$ cat src/rtl/traffic_pkg.sv
// Shared light codes, phase encodings and the phase-to-lights decode
// used by the junction sequencer and its bench.
package traffic_pkg;

  localparam logic [2:0] LT_RED    = 3'd4;
  localparam logic [2:0] LT_GREEN  = 3'd2;
  localparam logic [2:0] LT_YELLOW = 3'd6;

  typedef enum logic [2:0] {
    S_G1   = 3'd0,
    S_Y1   = 3'd1,
    S_R1   = 3'd2,
    S_G2   = 3'd3,
    S_Y2   = 3'd4,
    S_R2   = 3'd5,
    S_WALK = 3'd6
  } state_t;

  // Returns {light1, light2} for a phase; every all-red phase shares one code.
  function automatic logic [5:0] lightPair(input state_t s);
    logic [5:0] pair;
    pair = {LT_RED, LT_RED};
    case (s)
      S_G1:    pair = {LT_GREEN, LT_RED};
      S_Y1:    pair = {LT_YELLOW, LT_RED};
      S_G2:    pair = {LT_RED, LT_GREEN};
      S_Y2:    pair = {LT_RED, LT_YELLOW};
      default: pair = {LT_RED, LT_RED};
    endcase
    return pair;
  endfunction

endpackage

$ cat src/rtl/traffic_sequencer_tick_gen.sv
// Prescaler producing a single-cycle tick every CLK_DIV clocks;
// hold freezes the count and suppresses the tick.
module tick_gen #(
  parameter int unsigned CLK_DIV = 125_000_000
) (
  input  logic clk,
  input  logic rst_n,
  input  logic hold,
  output logic tick
);

  localparam int unsigned W = $clog2(CLK_DIV);
  localparam logic [W-1:0] LAST = W'(CLK_DIV - 1);

  logic [W-1:0] r_count;

  always_ff @(posedge clk or posedge rst_n) begin
    if (rst_n) begin
      r_count <= '0;
    end else if (!hold) begin
      r_count <= (r_count == LAST) ? '0 : r_count + 1'b1;
    end
  end

  assign tick = !hold && (r_count == LAST);

endmodule

$ cat src/rtl/traffic_sequencer.sv
// Two-approach junction phase controller with pedestrian WALK insertion;
// rst_n is an active-high asynchronous reset.
module traffic_sequencer
  import traffic_pkg::*;
#(
  parameter int unsigned CLK_DIV  = 125_000_000,
  parameter int unsigned T_GREEN  = 8,
  parameter int unsigned T_YELLOW = 2,
  parameter int unsigned T_CLEAR  = 1,
  parameter int unsigned T_WALK   = 6
) (
  input  logic       clk,
  input  logic       rst_n,
  input  logic       hold,
  input  logic       ped_req,
  output logic [2:0] light1,
  output logic [2:0] light2,
  output logic [7:0] count,
  output logic       walk,
  output logic       ped_ack,
  output logic [2:0] phase
);

  localparam logic [7:0] LEN_GREEN  = 8'(T_GREEN);
  localparam logic [7:0] LEN_YELLOW = 8'(T_YELLOW);
  localparam logic [7:0] LEN_CLEAR  = 8'(T_CLEAR);
  localparam logic [7:0] LEN_WALK   = 8'(T_WALK);

  logic       w_tick;
  logic       w_accept;
  logic       w_expire;
  logic       w_divert;
  state_t     w_nextState;
  logic [7:0] w_nextLen;

  state_t     r_state;
  state_t     r_succ;
  logic [7:0] r_remain;
  logic       r_pending;
  logic       r_ack;
  logic [2:0] r_light1;
  logic [2:0] r_light2;
  logic [7:0] r_count;
  logic       r_walk;
  state_t     r_phase;

  tick_gen #(.CLK_DIV(CLK_DIV)) u_tick_gen (
    .clk   (clk),
    .rst_n (rst_n),
    .hold  (hold),
    .tick  (w_tick)
  );

  // Pending is sampled before this cycle's request, so a request arriving on an all-red expiry waits.
  assign w_accept = ped_req && !r_pending && (r_state != S_WALK);
  assign w_expire = w_tick && (r_remain == 8'd1);

  always_comb begin
    w_nextState = S_R2;
    w_divert    = 1'b0;
    case (r_state)
      S_G1:   w_nextState = S_Y1;
      S_Y1:   w_nextState = S_R1;
      S_R1:   begin
        w_nextState = r_pending ? S_WALK : S_G2;
        w_divert    = r_pending;
      end
      S_G2:   w_nextState = S_Y2;
      S_Y2:   w_nextState = S_R2;
      S_R2:   begin
        w_nextState = r_pending ? S_WALK : S_G1;
        w_divert    = r_pending;
      end
      S_WALK: w_nextState = r_succ;
      default: w_nextState = S_R2;
    endcase
  end

  always_comb begin
    w_nextLen = LEN_CLEAR;
    case (w_nextState)
      S_G1, S_G2: w_nextLen = LEN_GREEN;
      S_Y1, S_Y2: w_nextLen = LEN_YELLOW;
      S_WALK:     w_nextLen = LEN_WALK;
      default:    w_nextLen = LEN_CLEAR;
    endcase
  end

  always_ff @(posedge clk or posedge rst_n) begin
    if (rst_n) begin
      r_state   <= S_R2;
      r_succ    <= S_G1;
      r_remain  <= LEN_CLEAR;
      r_pending <= 1'b0;
      r_ack     <= 1'b0;
      r_light1  <= LT_RED;
      r_light2  <= LT_RED;
      r_count   <= LEN_CLEAR;
      r_walk    <= 1'b0;
      r_phase   <= S_R2;
    end else begin
      r_ack <= w_accept;
      if (w_expire) begin
        r_state              <= w_nextState;
        r_remain             <= w_nextLen;
        r_count              <= w_nextLen;
        {r_light1, r_light2} <= lightPair(w_nextState);
        r_walk               <= (w_nextState == S_WALK);
        r_phase              <= w_nextState;
        if (w_divert) begin
          r_pending <= 1'b0;
          r_succ    <= (r_state == S_R1) ? S_G2 : S_G1;
        end
      end else if (w_tick) begin
        r_remain <= r_remain - 8'd1;
        r_count  <= r_remain - 8'd1;
      end
      if (w_accept) begin
        r_pending <= 1'b1;
      end
    end
  end

  assign light1  = r_light1;
  assign light2  = r_light2;
  assign count   = r_count;
  assign walk    = r_walk;
  assign ped_ack = r_ack;
  assign phase   = r_phase;

endmodule
$ cat config.mk
export PLATFORM = sky130hd
export DESIGN_NAME = traffic_sequencer
export DESIGN_NICKNAME = d
export VERILOG_FILES = /design/src/rtl/traffic_pkg.sv /design/src/rtl/traffic_sequencer_tick_gen.sv /design/src/rtl/traffic_sequencer.sv
export SDC_FILE = /design/constraint.sdc
export NUM_CORES = 1
export LEC_CHECK = 0
export CORE_MARGIN = 4
export CORE_UTILIZATION = 45
export CTS_CLUSTER_DIAMETER = 150
export DETAILED_ROUTE_END_ITERATION = 10
export GPL_TIMING_DRIVEN = 0
export PLACE_DENSITY = 0.72
export SETUP_SLACK_MARGIN = 0.15
export SLEW_MARGIN = 20
export SYNTH_ARGS = -nofsm -noshare
export SYNTH_HDL_FRONTEND = slang
export SYNTH_HIERARCHICAL = 1
export SYNTH_SLANG_ARGS = --single-unit
$ cat constraint.sdc
create_clock -name clk -period 2.8 [get_ports clk]
set_clock_uncertainty 0.15 [all_clocks]
set_input_delay 0.7 -clock clk [delete_from_list [all_inputs] [get_ports clk]]
set_output_delay 0.7 -clock clk [all_outputs]
set_load 0.01 [all_outputs]
After elaboration in Yosys (flattened, before gate mapping)
Cells that the tools add are included.

word-level totals
  output and inout bits = 19
  register bits after elaboration = 50

cells by class
  add/subtract/negate cells = 2
  equal/unequal tests = 12
  reductions and logical operators = 16
  multiplexer cells = 13

operators by type and width
  cell                   count
  $add 27x1->27 const B  1
  $eq 27x27->1 const B   1
  $mux 27                1
  $pmux 6 s4             1
  $pmux 3 s6             1
  $mux 8                 2
  $eq 3x3->1 const B     4
  $pmux 4 s3             1
  $eq 3x2->1 const B     3
  $eq 8x1->1 const B     1
  $sub 8x1->8 const B    1
  $eq 3x1->1 const B     2
  $logic_not 3->1        2
  $mux 3                 2
  $reduce_bool 2->1      3
  $reduce_or 2->1        3
  $logic_and 1x1->1      4
  $mux 1                 4
  $reduce_and 2->1       2
  $ne 3x3->1 const B     1
  $logic_not 1->1        2
  $mux 2                 1

Depth between registers and ports, before layout
Gate-level depths: netlist (run 1).

  depth after elaboration = 6
  gate-level depth with buffers = 11
  depth with buffers taken out = 8

Hierarchy
Netlist (run 1), hierarchy kept.

modules (own cells, without submodules)
  module             times used  cells each  area an instance (um^2)  sequential area each (um^2)
  tick_gen           1           153         1575.3                   675.6
  traffic_sequencer  1           118         1099.8                   481.7

Least setup slack after synthesis (run 1)
No wires, ideal clock.

  path kind = input-to-reg
  from = input port hold
  to = register r_phase[1] (netlist: phase[1])
  path slack = -0.067 ns
  setup time = 0.126 ns
  arrival time = 2.591 ns
  stages = 10
  data required time = 2.524 ns
  cells stage by stage = buf_2 -> nand3b_4 -> nor4_1 -> and4_1 -> buf_2 -> buf_4 -> nor4b_4 -> nand2_1 -> buf_6 -> a221o_1

on the way
  cells in the longest elaborated chain, start to end = 3

ends and longest elaborated chain
  item                  line                              source
  start, declared       traffic_sequencer.sv:14           input logic hold,
  $logic_not 1->1       n/a
  $logic_and 1x1->1     traffic_sequencer_tick_gen.sv:25  assign tick = !hold && (r_count == LAST);
  named net w_tick      traffic_sequencer.sv:29           logic w_tick;
  $logic_and 1x1->1     traffic_sequencer.sv:56           assign w_expire = w_tick && (r_remain == 8'd1);
  end signal, assigned  traffic_sequencer.sv:109          r_phase <= w_nextState;
  end, declared         traffic_sequencer.sv:45           state_t r_phase;

The timed path passes the listed nets, and every way through them passes these cells.
A chain may end at the register's enable or synchronous reset.

Worst setup path after layout (run 1)
  from = register u_tick_gen.r_count[21]
  to = register r_pending

on the way
  cells in the longest elaborated chain, start to end = 5

ends and longest elaborated chain
  item                                line                              source
  start, declared                     traffic_sequencer_tick_gen.sv:15  logic [W-1:0] r_count;
  start signal, assigned              traffic_sequencer_tick_gen.sv:21  r_count <= (r_count == LAST) ? '0 : r_count + 1'b1;
  $eq 27x27->1                        traffic_sequencer_tick_gen.sv:25
  $logic_and 1x1->1                   traffic_sequencer_tick_gen.sv:25
  named net w_tick                    traffic_sequencer.sv:29
  $logic_and 1x1->1                   traffic_sequencer.sv:56
  $reduce_bool 2->1 (no source line)  n/a
  $reduce_and 2->1 (no source line)   n/a
  end signal, assigned                traffic_sequencer.sv:94           r_pending <= 1'b0;
  end signal, assigned                traffic_sequencer.sv:111          r_pending <= 1'b0;
  end signal, assigned                traffic_sequencer.sv:119          r_pending <= 1'b1;
  end, declared                       traffic_sequencer.sv:39           logic r_pending;

The timed path passes the listed nets, and every way through them passes these cells.

==> results of run 1 <==
[state kept, by name, indices dropped and copies added, names as in the netlist]
signal,count
light2,2
phase,3
r_succ,1
ped_ack,1
count,8
u_tick_gen/r_count,27
walk,1
light1,2
r_pending,1
[synthesized netlist by cell type (3+ instances only)]
| library cell | count |
|---|---|
| a211oi_1 | 3 |
| clkbuf_1 | 3 |
| nand3_1 | 12 |
| xor2_1 | 6 |
| nor4_1 | 8 |
| nor3_1 | 9 |
| buf_4 | 3 |
| dfstp_2 | 5 |
| a21oi_1 | 9 |
| and4_1 | 4 |
| inv_1 | 12 |
| mux2i_1 | 5 |
| nand2_1 | 21 |
| nand2b_1 | 5 |
| xnor2_1 | 12 |
| a21o_1 | 5 |
| nor3b_1 | 3 |
| nor4_4 | 3 |
| ha_1 | 3 |
| nand3b_1 | 3 |
| buf_2 | 7 |
| nor2b_1 | 5 |
| o21ai_0 | 8 |
| nor2_1 | 14 |
| and3_1 | 5 |
| dfrtp_1 | 41 |
| nand4_1 | 15 |
[routing by layer]
layer	wire length, microns	vias to the layer above	track usage, %	part of all wire (%)
met1	2790	1082	22.3	46
met3	204	7	4.17	3.4
met5	0	-	0	0
met2	2950	54	29.2	49
li1	-	1063	-	-
met4	63	0	4.32	1.0
[timing repair]
action	4_1_cts	5_1_grt
buffers inserted	5	6
endpoints found under the setup margin	12	16
gates cloned	0	0
resized for setup	7	18
pin swaps	0	1
[report_power, final]
group | switching, mW | internal, mW
combinational | 0.146 | 0.135
clock | 0.224 | 0.199
sequential | 0.0693 | 0.716
total | 0.440 | 1.05
[worst max-delay path: cells and delay by family, from the launching register on]
kind	cells	cell delay [ns]
and+or+nand+nor	7	1.39
DFF	1	0.46
buffers and inverters	3	0.40
[worst max-delay path by stage]
stage                      startpoint        end  cells after the start
3_5_place_dp                     hold   count[1]                     11
3_3_place_gp                     hold   count[1]                     11
4_1_cts         u_tick_gen/r_count[0]  r_pending                     11
2_1_floorplan                    hold   phase[1]                     10
6_report       u_tick_gen/r_count[21]  r_pending                     10
5_1_grt        u_tick_gen/r_count[10]  r_pending                     10
[layout by cell type, fill, tap and decap left out, types with 4 or more instances in the layout]
master / Yosys / layout
dfrtp_1: 41 / 36
nand2_1: 21 / 19
clkdlybuf4s50_1: 0 / 19
nand4_1: 15 / 15
nor2_1: 14 / 14
buf_4: 3 / 14
nand3_1: 12 / 12
xnor2_1: 12 / 12
inv_1: 12 / 11
a21oi_1: 9 / 9
o21ai_0: 8 / 8
nor3_1: 9 / 8
buf_2: 7 / 6
nor4_1: 8 / 6
clkbuf_8: 0 / 6
xor2_1: 6 / 6
nand2b_1: 5 / 5
nor2b_1: 5 / 5
mux2i_1: 5 / 5
and3_1: 5 / 5
a21o_1: 5 / 5
dfstp_2: 5 / 5
dfrtp_2: 0 / 5
nor4_4: 3 / 4
and4_1: 4 / 4
[cell type report]
| type | count | area (sq um) |
|---|---|---|
| clock inverter | 1 | 5.00 |
| multi-input combinational | 198 | 1440 |
| fill | 486 | 2420 |
| inverter | 12 | 45.0 |
| clock buffer | 7 | 86.3 |
| buffer | 16 | 125 |
| tap | 72 | 90.1 |
| timing repair buffer | 30 | 273 |
| sequential | 46 | 1160 |
[logic make-up (layout without fill, tap and decap cells)]
logic type | Yosys count | in the layout
compound gates | 44 | 44
flops | 46 | 46
mux | 6 | 6
other cells | 1 | 2
buf+inv | 28 | 66
xor+xnor | 18 | 18
fa+ha+maj | 3 | 3
simple gates | 125 | 125
[per-stage QoR]
| step | utilization [%] | setup TNS (ns) | setup WS [ns] | hold slack (ns) |
|---|---|---|---|---|
| global placement | 52.7 | -1.23 | -0.226 | 0.305 |
| finish | 57.1 | 0 | 0.314 | 0.320 |
| floorplan | - | 0 | 0.118 | 0.315 |
| CTS | 55.4 | 0 | 0.201 | 0.325 |
| detailed placement | 52.7 | -1.35 | -0.239 | 0.307 |
| global route | 57.1 | 0 | 0.127 | 0.347 |
==> impl_results.md, run 1 <==
* Outcome: complete, no violations
* Final hold vios at 0
* Minimum clock period at 2.49 ns
* Hold buffer count at CTS at 0
* Multiplexer share of the synthesized area at 2.29%
* Biggest cell delay along the critical path at 0.46 ns
* CP endpoint kind: flop
* Row Count at 27
* Placed Instance Area at 0.00297 sq mm
* First-pass GRT wire length at 10200 microns
* ANT nets after route at 0
* CTS tree: yes
* Largest family of logic cells by synthesized area: simple AND/OR/NAND/NOR gates
* Flop-to-flop setup slack at 0.31 ns
* Netlist Area Pre-Place at 0.00268 sq mm
* Overflow after GRT at 0
* Post-synth top flop: dfrtp_1
* Mapped Cells at 271
* Most area-hungry cell type in the Yosys netlist: dfrtp_1
* Hold Path Origin: light1[2]
* Core ar. at 0.00564 sq mm
* RSZ-0062 raised after global routing: yes
* Crit-path cells: nand4_1 -> nor4_4 -> and4_1 -> buf_4 -> buf_8 -> nor4b_4 -> and2_4 -> buf_6 -> nand4_1 -> and3_1
* CP dominant cell by count: nand4_1
* Clock buffer depth at 2
* Hpwl dp at 4050 microns
* CTS Root Cell: clkbuf_8
* Final cell count without fillers at 382
* Largest net degree at the start of global routing at 28
* Slowest CP cell: dfrtp_1
* Hold Path Depth at 2
* Wirelength per Cell at 15.7 microns
* Design Area, Final at 0.00322 sq mm
* Netlist cell types at 60
* NumNets Final at 316
* Leak Pwr at 1.46 nW
* DRT Wirelength at 6010 microns
* Highest Clock Rate at 402 MHz
* Final Power at 1.49 mW
* Max-cap violations at 0
* Initial antenna violation count at 0
* Hold Path End: light1[2]
* Area contributors post-synth: dfrtp_1 (38%), dfstp_2 (4.9%), xnor2_1 (3.9%)
* Detailed-route via count at 2206
* PortBufs at 19
* Placed cell count at 363
* Peak supply drop at 0.000225 V
* FFs w/ async S/R, synth at 100%
* DRT Pass-1 Iters at 4
* Initial Util at 47.4%
* Synth Area in Compound Gates at 11.3%
* Number of global-route vias before repair at 2157
* # diodes at 0
* Syn avg cell area at 9.87 sq um
* Final setup fails at 0
* Die Ht at 85.1 microns
* Gpl congestion at 0.851
* Synthesized flop and latch total at 46
* Worst R2R Start: u_tick_gen/r_count[21]
* Synth Area in Adders at 1.40%
* Final period util at 88.8%
* Post-synthesis simple-gate area fraction at 30.4%
* CP required at 2.85 ns
* R2R depth at 10
* Post-synth EDFFs at 0
* RR Endpoint: r_pending
* Clk sink count at 46
* Hold WC Path Type: flop to flop
* H-tree depth at 2
* Residual DRC at 0
* Syn-to-layout area delta at 20.5%
* Synth Warn # at 6
* Crit path max fanout at 10
* Ratio of cells with drive above 1 in the final layout at 21.0%
* CP Launch Type: flop
* Slew Viols, Final at 0
* Worst EP arrival at 2.54 ns
* Die ar. at 0.00724 sq mm
* Clock Latency Late Sink at 0.30 ns
* Total Routing Usage GR at 17.3%
* Die W at 85.1 microns
* DRT iter0 DRCs at 159
* I/O pins at 23
* Crit path kind: flop to flop
* Pwr dens at 463 mW/mm^2
* Yosys top cell area share at 38.4%
* Register area share after synthesis at 43.3%
* Clk pin slew, worst setup/hold paths at 0.08 ns
* Worst-Margin Slew at 0.752 ns
* Relative slew slack at 49.8%
* CTS Buf Count at 5
* Vias/cell at 5.77
* Post-synthesis xor/xnor area fraction at 5.89%
Note: power is estimated with default switching activity, not from simulation.
==> run 2, diff against run 1 <==
- GPL_TIMING_DRIVEN: 0 -> unset
==> impl_results.md, run 2 (synthesized netlist as in run 1, its figures left out) <==
* Placed Instance Area at 0.00296 sq mm (-0.59%)
* Hold Path Depth at 2 (unchanged)
* Peak supply drop at 0.000307 V (+36%)
* Final cell count without fillers at 369 (-3.4%)
* Core ar. at 0.00564 sq mm (unchanged)
* # diodes at 0 (unchanged)
* First-pass GRT wire length at 9980 microns (-2.4%)
* Hold buffer count at CTS at 0 (unchanged)
* Slew Viols, Final at 0 (unchanged)
* Ratio of cells with drive above 1 in the final layout at 14.5% (-6.5 points)
* Final hold vios at 0 (unchanged)
* CP required at 2.89 ns (+0.04 ns)
* DRT iter0 DRCs at 126 (-21%)
* Crit path kind: flop to flop
* CP endpoint kind: flop
* Overflow after GRT at 0 (unchanged)
* I/O pins at 23 (unchanged)
* Initial antenna violation count at 0 (unchanged)
* Design Area, Final at 0.00311 sq mm (-3.6%)
* Biggest register: u_tick_gen/r_count
* Minimum clock period at 2.49 ns (+0.00571 ns)
* Clock buffer depth at 2 (unchanged)
* Detailed-route via count at 2131 (-3.4%)
* Commonest non-fill, non-tap cell in the layout: dfrtp_1
* Hold WC Path Type: flop to flop
* Relative slew slack at 50.4% (+0.64 points)
* Leak Pwr at 1.39 nW (-5.1%)
* Post-place setup slack at -0.128 ns (+0.111 ns)
* Clk sink count at 46 (unchanged)
* Die Ht at 85.1 microns (unchanged)
* Die ar. at 0.00724 sq mm (unchanged)
* H-tree depth at 2 (unchanged)
* ANT nets after route at 0 (unchanged)
* Final WS setup at 0.308 ns (-0.00571 ns)
* Gpl congestion at 0.839 (-1.4%)
* Largest register FFs at 27 (unchanged)
* Row Count at 27 (unchanged)
* DRT Pass-1 Iters at 4 (unchanged)
* NumNets Final at 303 (-4.1%)
* Min Hold Slack at 0.345 ns (+0.0257 ns)
* Crit path max fanout at 5 (-5)
* CTS tree: yes
* Placed cell count at 359 (-1.1%)
* Max-cap violations at 0 (unchanged)
* Syn-to-layout area delta at 16.2%
* Residual DRC at 0 (unchanged)
* Wirelength per Cell at 15.8 microns (+0.29%)
* PortBufs at 20 (+1)
* Clk pin slew, worst setup/hold paths at 0.09 ns (about the same)
* Util after Layout at 55.1% (-2.0 points)
* Final period util at 89.0% (+0.20 points)
* CTS Buf Count at 5 (unchanged)
* Number of global-route vias before repair at 2149 (-0.37%)
* Total Routing Usage GR at 16.7% (-0.57 points)
* Clock Latency Late Sink at 0.29 ns (about the same)
* Worst-Margin Slew at 0.743 ns (-0.00960 ns)
* Largest net degree at the start of global routing at 28 (unchanged)
* Hpwl dp at 4050 microns (+0.16%)
* Vias/cell at 5.78 (about the same)
* CTS Root Cell: clkbuf_8
* Die W at 85.1 microns (unchanged)
* Initial Util at 47.4% (unchanged)
* DRT Wirelength at 5820 microns (-3.1%)
* Setup TNS at 0 ns (unchanged)
* Commonest cells after routing, fill and taps aside: dfrtp_1 (41), nand2_1 (19), clkdlybuf4s50_1 (19)
* Final Power at 1.48 mW (-0.65%)
* CP Launch Type: flop
* RSZ-0062 raised after global routing: no
* Worst EP arrival at 2.58 ns (+0.04 ns)
* Outcome: complete, no violations
* Final setup fails at 0 (unchanged)
* Pwr dens at 477 mW/mm^2 (+3.0%)
* R2R depth at 8 (-2)
* Highest Clock Rate at 401 MHz (-0.23%)
[run 2: cell count changes in the layout (fill, tap and decap cells not counted), sizes merged]
cell / change
clkinv: -1
clkbuf: -2
bufinv: +1
dlymetal6s2s: +1
buf: -12
[run 2: routing by layer]
layer	wire, microns	share of wire [%]	global-route usage (%)	vias up
met5	0	0	0	-
met4	97	1.7	5.61	0
met3	273	4.7	3.59	10
met2	2720	47	26.6	54
met1	2730	47	22.6	1031
li1	-	-	-	1036
[run 2: path summary, 6_finish.rpt]
check	startpoint	endpoint	slack, ns
worst max-delay path	u_tick_gen/r_count[0]	count[7]	0.31
worst min-delay path	light1[2]	light1[2]	0.35
worst max register to register	u_tick_gen/r_count[0]	count[7]	0.31
worst min register to register	light1[2]	light1[2]	0.35
max in group asynchronous	rst_n	r_succ[0]	1.32
min in group asynchronous	rst_n	u_tick_gen/r_count[3]	0.63
[run 2: cell type report]
type                       count  area [sq um]
clock buffer                   7          76.3
clock inverter                 1          30.0
fill                         491          2530
inverter                      12          45.0
multi-input combinational    198          1410
sequential                    46          1160
tap                           72          90.1
timing repair buffer          33           300
[run 2: repair_timing]
item | 4_1_cts | 5_1_grt
endpoints found under the setup margin | 0 | 11
resized for setup | 0 | 7
setup buffers | 0 | 2
hold endpoints to repair | 0 | 0
[run 2: critical path: stages (launching register included)]
cell and delay, ns:
dfrtp_1 0.47, ha_4 0.20, nand3b_4 0.08, nor4_2 0.25, and4_1 0.28, nor4b_4 0.29
nand2_1 0.11, or4_4 0.54, nand2_2 0.06
[run 2: report_power, final]
part | internal, mW | leakage, nW | switching [mW] | total, mW
Sequential | 0.712 | 0.585 | 0.0926 | 0.804
Clock | 0.267 | 0.0524 | 0.219 | 0.487
Combinational | 0.0935 | 0.752 | 0.0965 | 0.190
Total | 1.07 | 1.39 | 0.408 | 1.48
